<file path="src/rtl/hall_sequence_generator.sv">
// ---------------------------------------------------------------------------
// hall_sequence_generator
//
// Emulates the 3-bit Hall-effect sensor code of a BLDC motor. The six
// 120-degree sectors are stepped forward or in reverse at a programmable
// number of clocks per step. It can run continuously, single-step while
// idle, or force the fault codes 000 / 111 onto the Hall output.
//
// Ports:
//   clk          system clock
//   rst          asynchronous reset, active-high
//   en           continuous-run enable
//   dir          0 = forward sector order, 1 = reverse sector order
//   period       clocks per Hall step (values below MIN_PERIOD are raised)
//   step_req     single-step request, honoured only while idle
//   fault_sel    00/11 normal, 01 force h = 000, 10 force h = 111
//   h            registered Hall code (h1,h2,h3)
//   sector       registered sector index 0..5
//   step_strobe  one-cycle pulse on every sector change
//   running      high while the sequencer is free-running
// ---------------------------------------------------------------------------
module hall_sequence_generator #(
   parameter int PERIOD_WIDTH = 16,
   parameter int MIN_PERIOD   = 2
) (
   input  logic                    clk,
   input  logic                    rst,
   input  logic                    en,
   input  logic                    dir,
   input  logic [PERIOD_WIDTH-1:0] period,
   input  logic                    step_req,
   input  logic [1:0]              fault_sel,
   output logic [2:0]              h,
   output logic [2:0]              sector,
   output logic                    step_strobe,
   output logic                    running
);

   typedef enum logic {
      IDLE,
      RUN
   } state_t;

   localparam logic [PERIOD_WIDTH-1:0] MIN_P = PERIOD_WIDTH'(MIN_PERIOD);
   localparam logic [PERIOD_WIDTH-1:0] ONE   = PERIOD_WIDTH'(1);

   state_t                  state;
   logic [PERIOD_WIDTH-1:0] count;
   logic [PERIOD_WIDTH-1:0] latched_period;

   logic [PERIOD_WIDTH-1:0] clamped_period;
   logic [PERIOD_WIDTH-1:0] reload_value;
   logic                    do_step;
   logic [2:0]              sector_next;
   logic [2:0]              h_next;

   // Hall code for each sector, h1h2h3.
   function automatic logic [2:0] sector_code(input logic [2:0] s);
      logic [2:0] code;
      case (s)
         3'd0:    code = 3'b101;
         3'd1:    code = 3'b100;
         3'd2:    code = 3'b110;
         3'd3:    code = 3'b010;
         3'd4:    code = 3'b011;
         3'd5:    code = 3'b001;
         default: code = 3'b101;
      endcase
      return code;
   endfunction

   // Modulo-6 sector advance in either direction.
   function automatic logic [2:0] advance(input logic [2:0] s, input logic d);
      logic [2:0] n;
      if (d == 1'b0) begin
         n = (s >= 3'd5) ? 3'd0 : s + 3'd1;
      end else begin
         n = (s == 3'd0 || s > 3'd5) ? 3'd5 : s - 3'd1;
      end
      return n;
   endfunction

   // Requested period raised to the minimum. The reload is one less than the
   // period because the reload edge itself is the first clock of the step;
   // the largest period reloads as all-ones minus one, so nothing overflows.
   always_comb begin
      clamped_period = (period < MIN_P) ? MIN_P : period;
      reload_value   = clamped_period - ONE;
   end

   // A step happens either at the end of a running step (unless en is
   // dropping on that same edge) or on an idle single-step request that is
   // not being overridden by en rising.
   always_comb begin
      do_step = 1'b0;
      if (state == RUN) begin
         do_step = en && (count == '0);
      end else begin
         do_step = !en && step_req;
      end
   end

   // Next sector and the Hall code that goes with it, with the fault codes
   // substituted on the output only; the sector itself keeps tracking.
   always_comb begin
      sector_next = do_step ? advance(sector, dir) : sector;
      case (fault_sel)
         2'b01:   h_next = 3'b000;
         2'b10:   h_next = 3'b111;
         default: h_next = sector_code(sector_next);
      endcase
   end

   // Sequencer FSM. All outputs are registered here so that nothing reaches
   // an output without passing through a flop.
   always_ff @(posedge clk or posedge rst) begin
      if (rst) begin
         state          <= IDLE;
         count          <= '0;
         latched_period <= MIN_P;
         sector         <= 3'd0;
         h              <= 3'b101;
         step_strobe    <= 1'b0;
         running        <= 1'b0;
      end else begin
         sector      <= sector_next;
         h           <= h_next;
         step_strobe <= do_step;
         case (state)
            IDLE: begin
               if (en) begin
                  state          <= RUN;
                  latched_period <= clamped_period;
                  count          <= reload_value;
                  running        <= 1'b1;
               end
            end
            RUN: begin
               if (!en) begin
                  state   <= IDLE;
                  count   <= '0;
                  running <= 1'b0;
               end else if (count == '0) begin
                  latched_period <= clamped_period;
                  count          <= reload_value;
               end else if (count >= latched_period) begin
                  // Never lets the countdown exceed the step in progress.
                  count <= latched_period - ONE;
               end else begin
                  count <= count - ONE;
               end
            end
            default: begin
               state   <= IDLE;
               count   <= '0;
               running <= 1'b0;
            end
         endcase
      end
   end

endmodule

</file>
<file path="config.mk">
export PLATFORM = sky130hd
export DESIGN_NAME = hall_sequence_generator
export DESIGN_NICKNAME = d
export VERILOG_FILES = /design/src/rtl/hall_sequence_generator.sv
export SDC_FILE = /design/constraint.sdc
export NUM_CORES = 1
export LEC_CHECK = 0
export ABC_CLOCK_PERIOD_IN_PS = 4820
export BUFFER_PORTS_ARGS = -buffer_cell sky130_fd_sc_hd__buf_4
export CORE_AREA = 10 10 86 88
export DETAILED_ROUTE_END_ITERATION = 16
export DIE_AREA = 0 0 96 98
export PLACE_DENSITY = 0.75
export SYNTH_ARGS = -nofsm -noshare
export SYNTH_HDL_FRONTEND = slang
export SYNTH_SLANG_ARGS = --single-unit
</file>
<file path="constraint.sdc">
create_clock -name clk -period 4.82 [get_ports clk]
set_clock_uncertainty 0.1 [all_clocks]
set_input_delay 0 -clock clk [delete_from_list [all_inputs] [get_ports clk]]
set_output_delay 0 -clock clk [all_outputs]
set_load 0.05 [all_outputs]
</file>
Word level (Yosys, flattened, before mapping)
Index checks and enable logic that the tools add are counted.
{"block": "classes", "n_addsub": 5, "order_cmp": 4, "n_eq_ne": 11, "n_mux": 21, "bitwise": 1, "reduce_logical": 8}
{"op": "16-bit two-way mux", "count": 8}
{"op": "16-bit case mux with 2 select lines", "count": 2}
{"op": "16-bit by 1-bit subtractor with 16-bit output, second input constant", "count": 3}
{"op": "16-bit greater-or-equal comparator", "count": 1}
{"op": "16-bit zero test", "count": 1}
{"op": "16-bit by 2-bit < comparator with 1-bit output, second input constant", "count": 1}
{"op": "3-bit case mux with 5 select lines", "count": 1}
{"op": "3-bit two-way mux", "count": 4}
{"op": "3-bit by 2-bit == test with 1-bit output, second input constant", "count": 2}
{"op": "3-bit == test, second input constant", "count": 2}
{"op": "2-bit inequality test, second input constant", "count": 3}
{"op": "3-bit case mux with 2 select lines", "count": 1}
{"op": "1-bit two-way mux", "count": 4}
{"op": "3-bit by 1-bit adder with 3-bit output, second input constant", "count": 1}
{"op": "3-bit by 1-bit == test with 1-bit output, second input constant", "count": 1}
{"op": "3-bit greater-or-equal comparator, second input constant", "count": 1}
{"op": "3-bit > comparator, second input constant", "count": 1}
{"op": "3-bit zero test", "count": 1}
{"op": "3-bit AND reduction", "count": 1}
{"op": "3-bit by 1-bit subtractor with 3-bit output, second input constant", "count": 1}
{"op": "2-bit by 1-bit == test with 1-bit output, second input constant", "count": 1}
{"op": "2-bit == test, second input constant", "count": 1}
{"op": "1-bit logical AND", "count": 2}
{"op": "2-bit by 1-bit inequality test with 1-bit output, second input constant", "count": 1}
{"op": "other kinds (5)", "count": 5}
{"block": "totals", "reg_bits": 41, "input_bits": 23, "elab_cells": 57}

Logic depth before layout (Yosys ltp)
Gate-level depths: netlist of run 1.
{"block": "logic_depth", "ltp_word": 8, "ltp_mapped": 17, "depth_no_buf": 15}

Worst setup path after synthesis of run 1
Ideal clock, no wire load.
{"block": "synth_timing", "path_type": "register to register", "startpoint": "register latched_period[13]", "endpoint": "register count[14]", "setup_ns": 0.126, "t_arrival_ns": 4.048, "t_required_ns": 4.594, "slack_ns": 0.546, "stages_incl_launch_ff": 18, "n_path_buf": 2, "synth_period_minus_slack_ns": 4.274, "cell_sequence": "dfrtp_1 inv_1 ha_1 nand4_1 nor3_1 o2111ai_1 nand3_1 buf_2 buf_1 nor2_1 a21oi_1 ha_1 or4b_2 or3_1 nor4_1 xnor2_1 mux2i_1 a221o_1"}
{"block": "synth_via", "elab_chain_cells": 5}
{"item": "start, declared", "line": "49", "text": "logic [PERIOD_WIDTH-1:0] latched_period;"}
{"item": "start signal, assigned", "line": "133", "text": "latched_period <= clamped_period;"}
{"item": "start signal, assigned", "line": "144", "text": "latched_period <= clamped_period;"}
{"item": "16-bit by 1-bit subtractor with 16-bit output / 16-bit greater-or-equal comparator (equally long branches)", "line": "148, 146"}
{"item": "16-bit two-way mux *", "line": "146", "text": "end else if (count >= latched_period) begin"}
{"item": "16-bit two-way mux *", "line": "143", "text": "end else if (count == '0) begin"}
{"item": "16-bit two-way mux *", "line": "139", "text": "if (!en) begin"}
{"item": "16-bit case mux with 2 select lines *", "line": "129", "text": "case (state)"}
{"item": "end signal, assigned", "line": "145", "text": "count <= reload_value;"}
{"item": "end signal, assigned", "line": "148", "text": "count <= latched_period - ONE;"}
{"item": "end signal, assigned", "line": "150", "text": "count <= count - ONE;"}
{"item": "end, declared", "line": "48", "text": "logic [PERIOD_WIDTH-1:0] count;"}
Mark *: on every way between the ends. The rest lies on a longest branch, timed or not.
A chain may end at the register's enable or synchronous reset.

Worst setup path after layout of run 1
{"block": "layout_timing", "startpoint": "register count[0]", "endpoint": "register count[14]"}
{"block": "layout_via", "elab_chain_cells": 5}
{"item": "start signal, assigned", "line": "134", "text": "count <= reload_value;"}
{"item": "start signal, assigned", "line": "145"}
{"item": "start signal, assigned", "line": "148"}
{"item": "16-bit by 1-bit subtractor with 16-bit output / 16-bit greater-or-equal comparator (equally long branches)", "line": "150, 146"}
{"item": "16-bit two-way mux", "line": "146"}
{"item": "16-bit two-way mux *", "line": "143"}
{"item": "16-bit two-way mux *", "line": "139"}
{"item": "16-bit case mux with 2 select lines *", "line": "129"}
Marks and branches as above.

==> metrics.md, run 1 <==
| Metric | Value |
|---|---|
| Hold wc startpoint | period[0] |
| Mean Syn Cell Area | 9.14 sq um |
| Main combinational cell family by area after synthesis | simple AND/OR/NAND/NOR gates |
| Hold EP | latched_period[0] |
| TritonCTS Sinks | 41 |
| Setup TNS | 0 ns |
| Static Leak | 1.70 nW |
| CP Max Fanout | 8 |
| Clk pin slew, worst setup/hold paths | 0.09 ns |
| CP max stage cell | or4b_2 |
| Vias post-DR | 3011 |
| Critical path, cell by cell | inv_1 > ha_1 > nand2b_1 > a2111o_1 > o2111ai_1 > nand3_1 > mux2i_1 > ha_1 > or4b_2 > or3_1 > nor4_1 > xnor2_1 > mux2i_1 > a221o_1 |
| Post-route ant nets | 0 |
| FMAX | 227 MHz |
| Number of top-level pins | 31 |
| Final WL | 9100 um |
| Synth top area share | 0.287 |
| RSZ-0062 raised after global routing | no |
| Mux contribution to synthesized area | 0.0947 |
| Clock power share | 0.187 |
| CTS buffer count | 5 |
| Worst Hold Depth | 3 |
| Wire length on met2 | 4240 um |
| Seq/Total Area, Yosys | 0.310 |
| First-pass GRT wire length | 15300 um |
| Predominant post-synthesis flop cell | dfrtp_1 |
| Chip Width | 96 um |
| Ys async rst share | 1.00 |
| Die Footprint | 9410 sq um |
| Max-slew violation count | 0 |
| Net Switching | 636 uW |
| Highest routed layer | met4 |
| Final min period | 4.41 ns |
| Pint | 882 uW |
| Synth Area in Simple Gates | 0.208 |
| Vias in the first global route | 3109 |
| Status | completed |
| Fill cells | 483 |
| Multi-input logic area | 2140 sq um |
| Net count, final | 464 |
| Grt ovf | 0 |
| Synth unique cells | 66 |
| Worst Reg-to-Reg Cells | 14 |
| HP Class | in -> reg |
| Power Dens Cells | 387 nW/um^2 |
| Core Footprint | 5750 sq um |
| Storage element area | 1030 sq um |
| First-pass DRT Iterations | 5 |
| Synth-to-layout area growth | 18.4% |
| Total track usage | 0.200 |
| Area leader, netlist | dfrtp_1 |
| XOR/XNOR Fraction of Synth Area | 0.0845 |
| Number of flops mapped to enable cells by yosys | 0 |
| Crit. End Element | register |
| Tcrit/Tclk final | 0.915 |
| Peak VDD IR | 0.395 mV |
| Met3 wire length | 561 um |
| Die Y | 98 um |
| Clock buffer depth | 2 |
| WP buf/inv | 1 |
| Arr. time, crit path | 4.50 ns |
| Cell row count | 28 |
| Adder-cell area share of the yosys netlist | 0.0943 |
| FF-to-FF Start | count[0] |
| Final hold vios | 0 |
| Area contributors post-synth | dfrtp_1 (29%), ha_1 (9.4%), xnor2_1 (7.4%), mux2i_1 (3.9%), mux2_2 (3.7%) |
| Power Total | 1.52 mW |
| CTS tree | built |
| Routability Congestion | 0.926 |
| Maxcap violations | 0 |
| H-tree depth | 2 |
| Share of cells above drive strength 1 | 0.197 |
| WP data required | 4.91 ns |
| Root Buffer | clkbuf_8 |
| DRC errors left | 0 |
| Flop-to-flop setup slack | 0.41 ns |
| DRT met1 WL | 4040 um |
| Synthesized netlist cell count | 363 |
| FF+latch count, synth | 41 |
| Switching share of power | 0.419 |
| Slew Limit Headroom | 0.259 |
| DR WL/cell | 18.5 um |
| Final setup viols | 0 |
| Crit Path Class | reg -> reg |
| Postcts setup bufs | 0 |
| Complex-gate fraction of the synthesized area | 0.162 |
| Largest net degree at the start of global routing | 42 |
| Avg Vias per Cell | 6.11 |
| Initial antenna violation count | 1 |
| # port buffers | 30 |
| Sequential fraction of design power | 0.345 |
| Worst R2R End | count[14] |
| Yosys warns | 0 |
| Clock Latency Late Sink | 0.30 ns |
| Worst Max-Slew Pin Slew | 1.10 ns |
| Estimated wirelength of the detail-placed design | 6640 um |
| Area of the mapped netlist | 3320 sq um |
| Worst Setup Start Kind | register |
| Initial Util | 0.577 |
| Comb power frac | 0.467 |
| Crit-path leading delay family | simple AND/OR/NAND/NOR gates |
| Syn Nets | 411 |
| DRT iter0 DRCs | 196 |
| Slowest Stage Delay on Critical Path | 0.69 ns |
worst min-delay path: stages:
cell	delay (ns)
buf_4	0.12
o21ai_0	0.15
o21ai_0	0.12
metrics by stage:
stage / instance area, sq um / worst slack, ns / std cells / util / hold slack (ns)
finish: 3930 / 0.412 / 493 / 0.683 / 0.0365
global route: 3930 / 0.0680 / 493 / 0.683 / 0.0998
CTS: 3920 / 0.361 / 492 / 0.682 / 0.0394
detailed placement: 3630 / 0.409 / 466 / 0.632 / 0.0713
global placement: 3630 / 0.545 / 466 / 0.632 / 0.0638
floorplan: 3320 / 0.546 / 363 / - / -0.0686
synthesized netlist by cell type, types with 5 or more instances:
library cell,count
dfrtp_1,38
xnor2_1,28
nand3_1,6
mux2i_1,13
o21ai_0,12
o221ai_1,5
inv_1,28
nor2_1,24
nor4_1,11
ha_1,25
a221o_1,6
a21oi_1,17
nand2_1,28
nor3_1,21
mux2_2,11
logic make-up (layout without fill, tap and decap cells):
kind of cell	count (synthesis)	after routing
XOR/XNOR	32	32
adder cells (fa/ha/maj)	25	25
AND/OR/NAND/NOR	127	127
flip-flops	41	41
buffers and inverters	36	90
other	0	1
multiplexers	28	28
AO/OA/AOI/OAI	74	74
power by group through the flow:
stage / clock network, mW / logic [mW] / registers, mW
after floorplan: 0 / 0.457 / 0.574
after global placement: 0 / 0.672 / 0.524
after detailed placement: 0 / 0.689 / 0.527
after CTS: 0.288 / 0.705 / 0.521
after global routing: 0.296 / 0.789 / 0.537
final: 0.285 / 0.710 / 0.524
metal layers:
metal | vias to the layer above | GRT usage
met3 | 26 | 0.0452
met1 | 1445 | 0.258
li1 | 1440 | -
met5 | - | 0
met2 | 100 | 0.307
met4 | 0 | 0.0908
worst max-delay path by stage:
stage                  startpoint   endpoint  slack [ns]  depth (start not counted)
4_1_cts        latched_period[12]  count[14]        0.36                         16
3_5_place_dp   latched_period[12]  count[14]        0.41                         16
5_1_grt        latched_period[12]  count[14]        0.07                         16
3_3_place_gp   latched_period[13]  count[14]        0.54                         16
2_1_floorplan  latched_period[13]  count[14]        0.55                         17
6_report                 count[0]  count[14]        0.41                         14
cell usage in the layout, fill, tap and decap left out, types with 4 or more instances in the layout:
cell type,n
a21oi_1,17
a221o_1,6
buf_4,35
clkbuf_8,5
dfrtp_1,38
dlygate4sd3_1,18
ha_1,25
inv_1,27
mux2_2,11
mux2_4,4
mux2i_1,13
nand2_1,28
nand3_1,6
nor2_1,24
nor3_1,20
nor4_1,11
o21ai_0,12
o221ai_1,5
or3_1,4
or4_1,4
xnor2_1,28
xor2_1,4
state kept, by name (all words and copies together) (netlist names):
name	count
count	16
h	3
latched_period	16
running	1
sector	3
state	1
step_strobe	1
repair_timing:
action,CTS,global route
hold buffers,18,0
gates resized for setup,0,1
endpoints found under the setup margin,0,1
hold endpoints to repair,60,0
layout make-up:
type / instances / share of cell area
antenna: 1 / 0.000637
inverter: 29 / 0.0280
tap: 75 / 0.0239
multi-input combinational: 286 / 0.545
timing repair buffer: 53 / 0.113
sequential: 41 / 0.262
clock inverter: 2 / 0.00892
clock buffer: 6 / 0.0185
(Power assumes the default switching activity.)
==> inputs of run 2 (changes only) <==
Settings changed: ABC_CLOCK_PERIOD_IN_PS 4820 to 3550, CORE_AREA 10 10 86 88 to 10 10 90 92, DIE_AREA 0 0 96 98 to 0 0 100 102, PLACE_DENSITY 0.75 to 0.72, SKIP_LAST_GASP from default to 1.
Clock period 4.82 ns to 3.55 ns, I/O delays scaled along.
==> run 2 against run 1 <==
The run now ends with negative setup slack left. Power rose by 47%. Sequential power up 23%. Utilization rose by 2.4 points. Clock power is 17% higher. Critical path type unchanged. Critical endpoint unchanged.
==> metrics.md, run 2 (synthesized netlist as in run 1, its figures left out) <==
| Metric | Value |
|---|---|
| Vias in the first global route | 3226 |
| Initial antenna violation count | 0 |
| Fin util | 0.708 |
| CP Max Fanout | 3 |
| Post-route ant nets | 0 |
| Tcrit/Tclk final | 1.07 |
| Clk pin slew, worst setup/hold paths | 0.08 ns |
| HP Class | in -> reg |
| Setup TNS | -0.480 ns |
| GR Layer Usage met3 | 0.0472 |
| Initial Util | 0.528 |
| Pre-CTS setup slack | -0.226 ns |
| Final min period | 3.78 ns |
| Static Leak | 1.95 nW |
| DRC errors left | 0 |
| Power Dens Cells | 501 nW/um^2 |
| Final WL | 9760 um |
| Slew Limit Headroom | 0.351 |
| RSZ-0062 raised after global routing | yes |
| Share of cells above drive strength 1 | 0.315 |
| Vias post-DR | 3238 |
| Hold WS | 0.00977 ns |
| Crit Path Class | reg -> reg |
| Crit-path leading delay family | simple AND/OR/NAND/NOR gates |
| Final setup viols | 3 |
| Routability Congestion | 0.892 |
| Die Y | 102 um |
| Estimated wirelength of the detail-placed design | 7230 um |
| Critical path, cell by cell | inv_1 > ha_4 > nand4_1 > buf_4 > inv_1 > a21oi_1 > nand3_2 > buf_6 > a21oi_4 > ha_2 > or4b_4 > or3_4 > nor4_4 > xnor2_1 > mux2i_1 > a221o_1 |
| Fin area | 4440 sq um |
| Arr. time, crit path | 3.89 ns |
| Failing checks | negative setup slack |
| # port buffers | 30 |
| Grt ovf | 0 |
| TritonCTS Sinks | 41 |
| Number of top-level pins | 31 |
| Diodes inserted | 0 |
| CP max stage cell | or4b_4 |
| Global routing usage on met1 | 0.221 |
| Post-route setup slack | -0.231 ns |
| Avg Vias per Cell | 6.00 |
| Chip Width | 100 um |
| Power Total | 2.23 mW |
| Dpl cells | 510 |
| Core Footprint | 6280 sq um |
| Clock Latency Late Sink | 0.31 ns |
| Root Buffer | clkbuf_8 |
| CTS buffer count | 5 |
| Commonest cells after routing, fill and taps aside | buf_4 (77), dfrtp_1 (38), nand2_1 (28), xnor2_1 (28), inv_1 (25) |
| Crit. End Element | register |
| Max-slew violation count | 0 |
| Clock buffer depth | 2 |
| Net count, final | 510 |
| FMAX | 264 MHz |
| Peak VDD IR | 0.424 mV |
| Cell row count | 29 |
| Synth-to-layout area growth | 33.9% |
| Most used routing layer | met2 |
| First-pass DRT Iterations | 5 |
| Total track usage | 0.184 |
| DRT iter0 DRCs | 169 |
| CTS tree | built |
| Final Non-Filler Cells | 540 |
| Most common cell after layout, fill and taps aside | buf_4 |
| DR WL/cell | 18.1 um |
| Status | finished with violations |
| Slowest Stage Delay on Critical Path | 0.46 ns |
| Worst Setup Start Kind | register |
| Largest net degree at the start of global routing | 42 |
| Placed Area | 4000 sq um |
| Final hold vios | 0 |
| First-pass GRT wire length | 15400 um |
| H-tree depth | 2 |
| WP data required | 3.65 ns |
| WP buf/inv | 4 |
| Worst Max-Slew Pin Slew | 0.966 ns |
| GR Util met2 | 0.317 |
| Critical Path Most Common Cell | inv_1 |
| Maxcap violations | 0 |
| Biggest regs | count (16), latched_period (16) |
| Die Footprint | 10200 sq um |
[run 2: changes by cell type in the layout (fill, tap and decap cells not counted), sizes merged]
cell | previous run | this run
buf | 35 | 81
clkbuf | 6 | 8
bufinv | 1 | 0
clkinv | 3 | 2
diode | 1 | 0
[run 2: per-layer routing]
layer	share of wire	vias to the layer above
li1	-	1535
met5	0	-
met2	0.49	120
met4	0.025	0
met1	0.42	1556
met3	0.071	27
[run 2: path summary, 6_finish.rpt]
path                                     from                 end  slack [ns]  cells past startpoint
max                        latched_period[15]           count[14]       -0.23                     16
min                                 period[0]   latched_period[0]        0.01                      3
max reg2reg                latched_period[15]           count[14]       -0.23                     16
min reg2reg                           running             running        0.45                      2
max in group asynchronous                 rst  latched_period[15]        2.72                      4
min in group asynchronous                 rst                h[1]        0.26                      4
[run 2: final cells by class]
class / count / area, sq um
Multi-Input combinational cell: 286 / 2310
Fill cell: 454 / 1830
Sequential cell: 41 / 1030
Timing Repair Buffer: 99 / 803
Inverter: 29 / 110
Tap cell: 77 / 96.3
Clock buffer: 8 / 90.1
[run 2: report_power, final]
part,switching [mW],total [mW],internal [mW]
combinational,0.684,1.25,0.565
clock,0.174,0.333,0.159
sequential,0.0791,0.645,0.566
[run 2: worst reg2reg max path: cells and delay by family (launching register included)]
kind | cells | cell delay (ns)
AO/OA/AOI/OAI | 3 | 0.69
XOR/XNOR | 1 | 0.15
adder cells (fa/ha/maj) | 2 | 0.42
buffers and inverters | 4 | 0.48
flip-flops | 1 | 0.40
multiplexers | 1 | 0.09
AND/OR/NAND/NOR | 5 | 1.35
[run 2: timing repair]
item / in CTS / in global routing
hold buffers: 18 / 0
setup buffers: 2 / 3
endpoints found under the hold margin: 59 / 0
setup endpoints to repair: 4 / 5
gates resized for setup: 9 / 14
gates cloned: 0 / 0
pin swaps: 12 / 10
==> inputs of run 3 (changes only) <==
Settings changed: TNS_END_PERCENT from default to 30.
==> run 3 against run 2 <==
The run still ends with negative setup slack left. Clock-buffer cell count decreased by 2. Die area unchanged. Largest power group unchanged. Power decreased by 0.85%. Design area decreased by 0.45%. Register-to-register slack got worse by 0.05 ns. Wire length increased by 0.84%. Via count increased by 2.1%.
==> metrics.md, run 3 (synthesized netlist as in run 1, its figures left out) <==
| Metric | Value |
|---|---|
| Vias post-DR | 3307 |
| DRC errors left | 0 |
| Comb power frac | 0.568 |
| Power Total | 2.21 mW |
| Power Dens Cells | 499 nW/um^2 |
| Chip Width | 100 um |
| FF-to-FF Start | count[15] |
| Clk pin slew, worst setup/hold paths | 0.09 ns |
| Hold wc startpoint | period[1] |
| Post-route ant nets | 0 |
| WP data required | 3.65 ns |
| Synth-to-layout area growth | 33.3% |
| H-tree depth | 2 |
| Slew Limit Headroom | 0.249 |
| First-pass GRT wire length | 16300 um |
| Total track usage | 0.197 |
| Biggest regs | count (16), latched_period (16) |
| Sequential fraction of design power | 0.292 |
| Net Switching | 927 uW |
| Static Leak | 1.97 nW |
| Worst Setup Start Kind | register |
| Final setup viols | 4 |
| Setup crit start | count[15] |
| # port buffers | 30 |
| CP max stage cell | or4b_4 |
| Met3 wire length | 615 um |
| Clock power share | 0.141 |
| First-pass DRT Iterations | 5 |
| Core Footprint | 6280 sq um |
| Number of top-level pins | 31 |
| Share of cells above drive strength 1 | 0.322 |
| Critical path, cell by cell | ha_4 > nand4_1 > nor3_2 > buf_4 > o2111ai_2 > nand3_2 > mux2i_2 > ha_2 > or4b_4 > or3_4 > nor4_4 > xnor2_1 > mux2i_1 > a221o_1 |
| Largest net degree at the start of global routing | 33 |
| Clock Latency Late Sink | 0.31 ns |
| Crit. End Element | register |
| DRT met1 WL | 4130 um |
| Estimated wirelength of the detail-placed design | 7180 um |
| Status | finished with violations |
| CTS tree | built |
| Failing checks | negative setup slack |
| Diodes inserted | 0 |
| Final min period | 3.83 ns |
| CP Max Fanout | 3 |
| Initial Util | 0.528 |
| Fin util | 0.705 |
| FMAX | 261 MHz |
| DR WL/cell | 18.0 um |
| Initial antenna violation count | 0 |
| Peak VDD IR | 0.454 mV |
| HP Class | in -> reg |
| WP buf/inv | 1 |
| Max-slew violation count | 0 |
| Most common cell after layout, fill and taps aside | buf_4 |
| Crit-path leading delay family | simple AND/OR/NAND/NOR gates |
| Arr. time, crit path | 3.93 ns |
| Vias in the first global route | 3327 |
| Post-route setup slack | -0.280 ns |
| Final hold vios | 0 |
| Highest routed layer | met4 |
| Die Footprint | 10200 sq um |
| Die Y | 102 um |
| Hold WS | 0.0159 ns |
| Cell row count | 29 |
| Worst Max-Slew Pin Slew | 1.12 ns |
| Maxcap violations | 0 |
| Routability Congestion | 0.865 |
| Final WL | 9840 um |
| Wire length on met2 | 4790 um |
| CTS buffer count | 5 |
| Pint | 1.28 mW |
| TritonCTS Sinks | 41 |
| RSZ-0062 raised after global routing | yes |
| Switching share of power | 0.420 |
| Tcrit/Tclk final | 1.08 |
| Root Buffer | clkbuf_8 |
| Slowest Stage Delay on Critical Path | 0.47 ns |
| Crit Path Class | reg -> reg |
| Clock buffer depth | 2 |
| Grt ovf | 0 |
| Avg Vias per Cell | 6.06 |
| Commonest cells after routing, fill and taps aside | buf_4 (86), dfrtp_1 (38), nand2_1 (28), xnor2_1 (28), inv_1 (26) |
| Net count, final | 516 |
| DRT iter0 DRCs | 234 |
run 3: final cells by class:
type | count | area (sq um)
Fill cell | 469 | 1850
Clock inverter | 2 | 10.0
Inverter | 29 | 110
Tap cell | 77 | 96.3
Multi-Input combinational cell | 286 | 2270
Timing Repair Buffer | 105 | 838
Clock buffer | 6 | 72.6
Sequential cell | 41 | 1030
run 3: worst paths after layout:
path | depth (start not counted) | slack [ns] | to
max in group asynchronous | 4 | 2.09 | latched_period[7]
min reg2reg | 2 | 0.44 | running
min in group asynchronous | 3 | 0.43 | latched_period[11]
max | 14 | -0.28 | count[14]
min | 3 | 0.02 | latched_period[1]
max reg2reg | 14 | -0.28 | count[14]
run 3: power groups by stage:
stage / registers [mW] / logic (mW) / clock network (mW)
after floorplan: 0.785 / 0.645 / 0
after global placement: 0.645 / 1.13 / 0
after detailed placement: 0.649 / 1.16 / 0
after CTS: 0.644 / 1.23 / 0.314
after global routing: 0.660 / 1.36 / 0.335
final: 0.645 / 1.25 / 0.310
run 3: metal layers:
metal,vias to the layer above,GRT usage
met3,35,0.0405
met4,0,0.0978
li1,1538,-
met1,1592,0.234
met2,142,0.334
met5,-,0
run 3: metrics by stage:
step | instance area [sq um] | instances | setup TNS [ns] | worst slack [ns]
2_1_floorplan | 3380 | 363 | -0.484 | -0.299
3_3_place_gp | 4020 | 514 | -0.326 | -0.194
3_5_place_dp | 4020 | 514 | -0.727 | -0.346
4_1_cts | 4390 | 543 | -0.358 | -0.151
5_1_grt | 4420 | 546 | -1.51 | -0.399
6_report | 4420 | 546 | -0.796 | -0.280
run 3: worst register-to-register path: stages, from the launching register on:
cell       delay [ns]
dfrtp_1          0.42
ha_4             0.29
nand4_1          0.17
nor3_2           0.24
buf_4            0.16
o2111ai_2        0.14
nand3_2          0.15
mux2i_2          0.26
ha_2             0.22
or4b_4           0.47
or3_4            0.38
nor4_4           0.17
xnor2_1          0.14
mux2i_1          0.09
a221o_1          0.31
run 3: repair_timing:
action,4_1_cts,5_1_grt
setup buffers,4,3
hold buffers,17,0
hold endpoints to repair,44,0
gates resized for setup,14,2
endpoints found under the setup margin,4,5
pin swaps,11,5
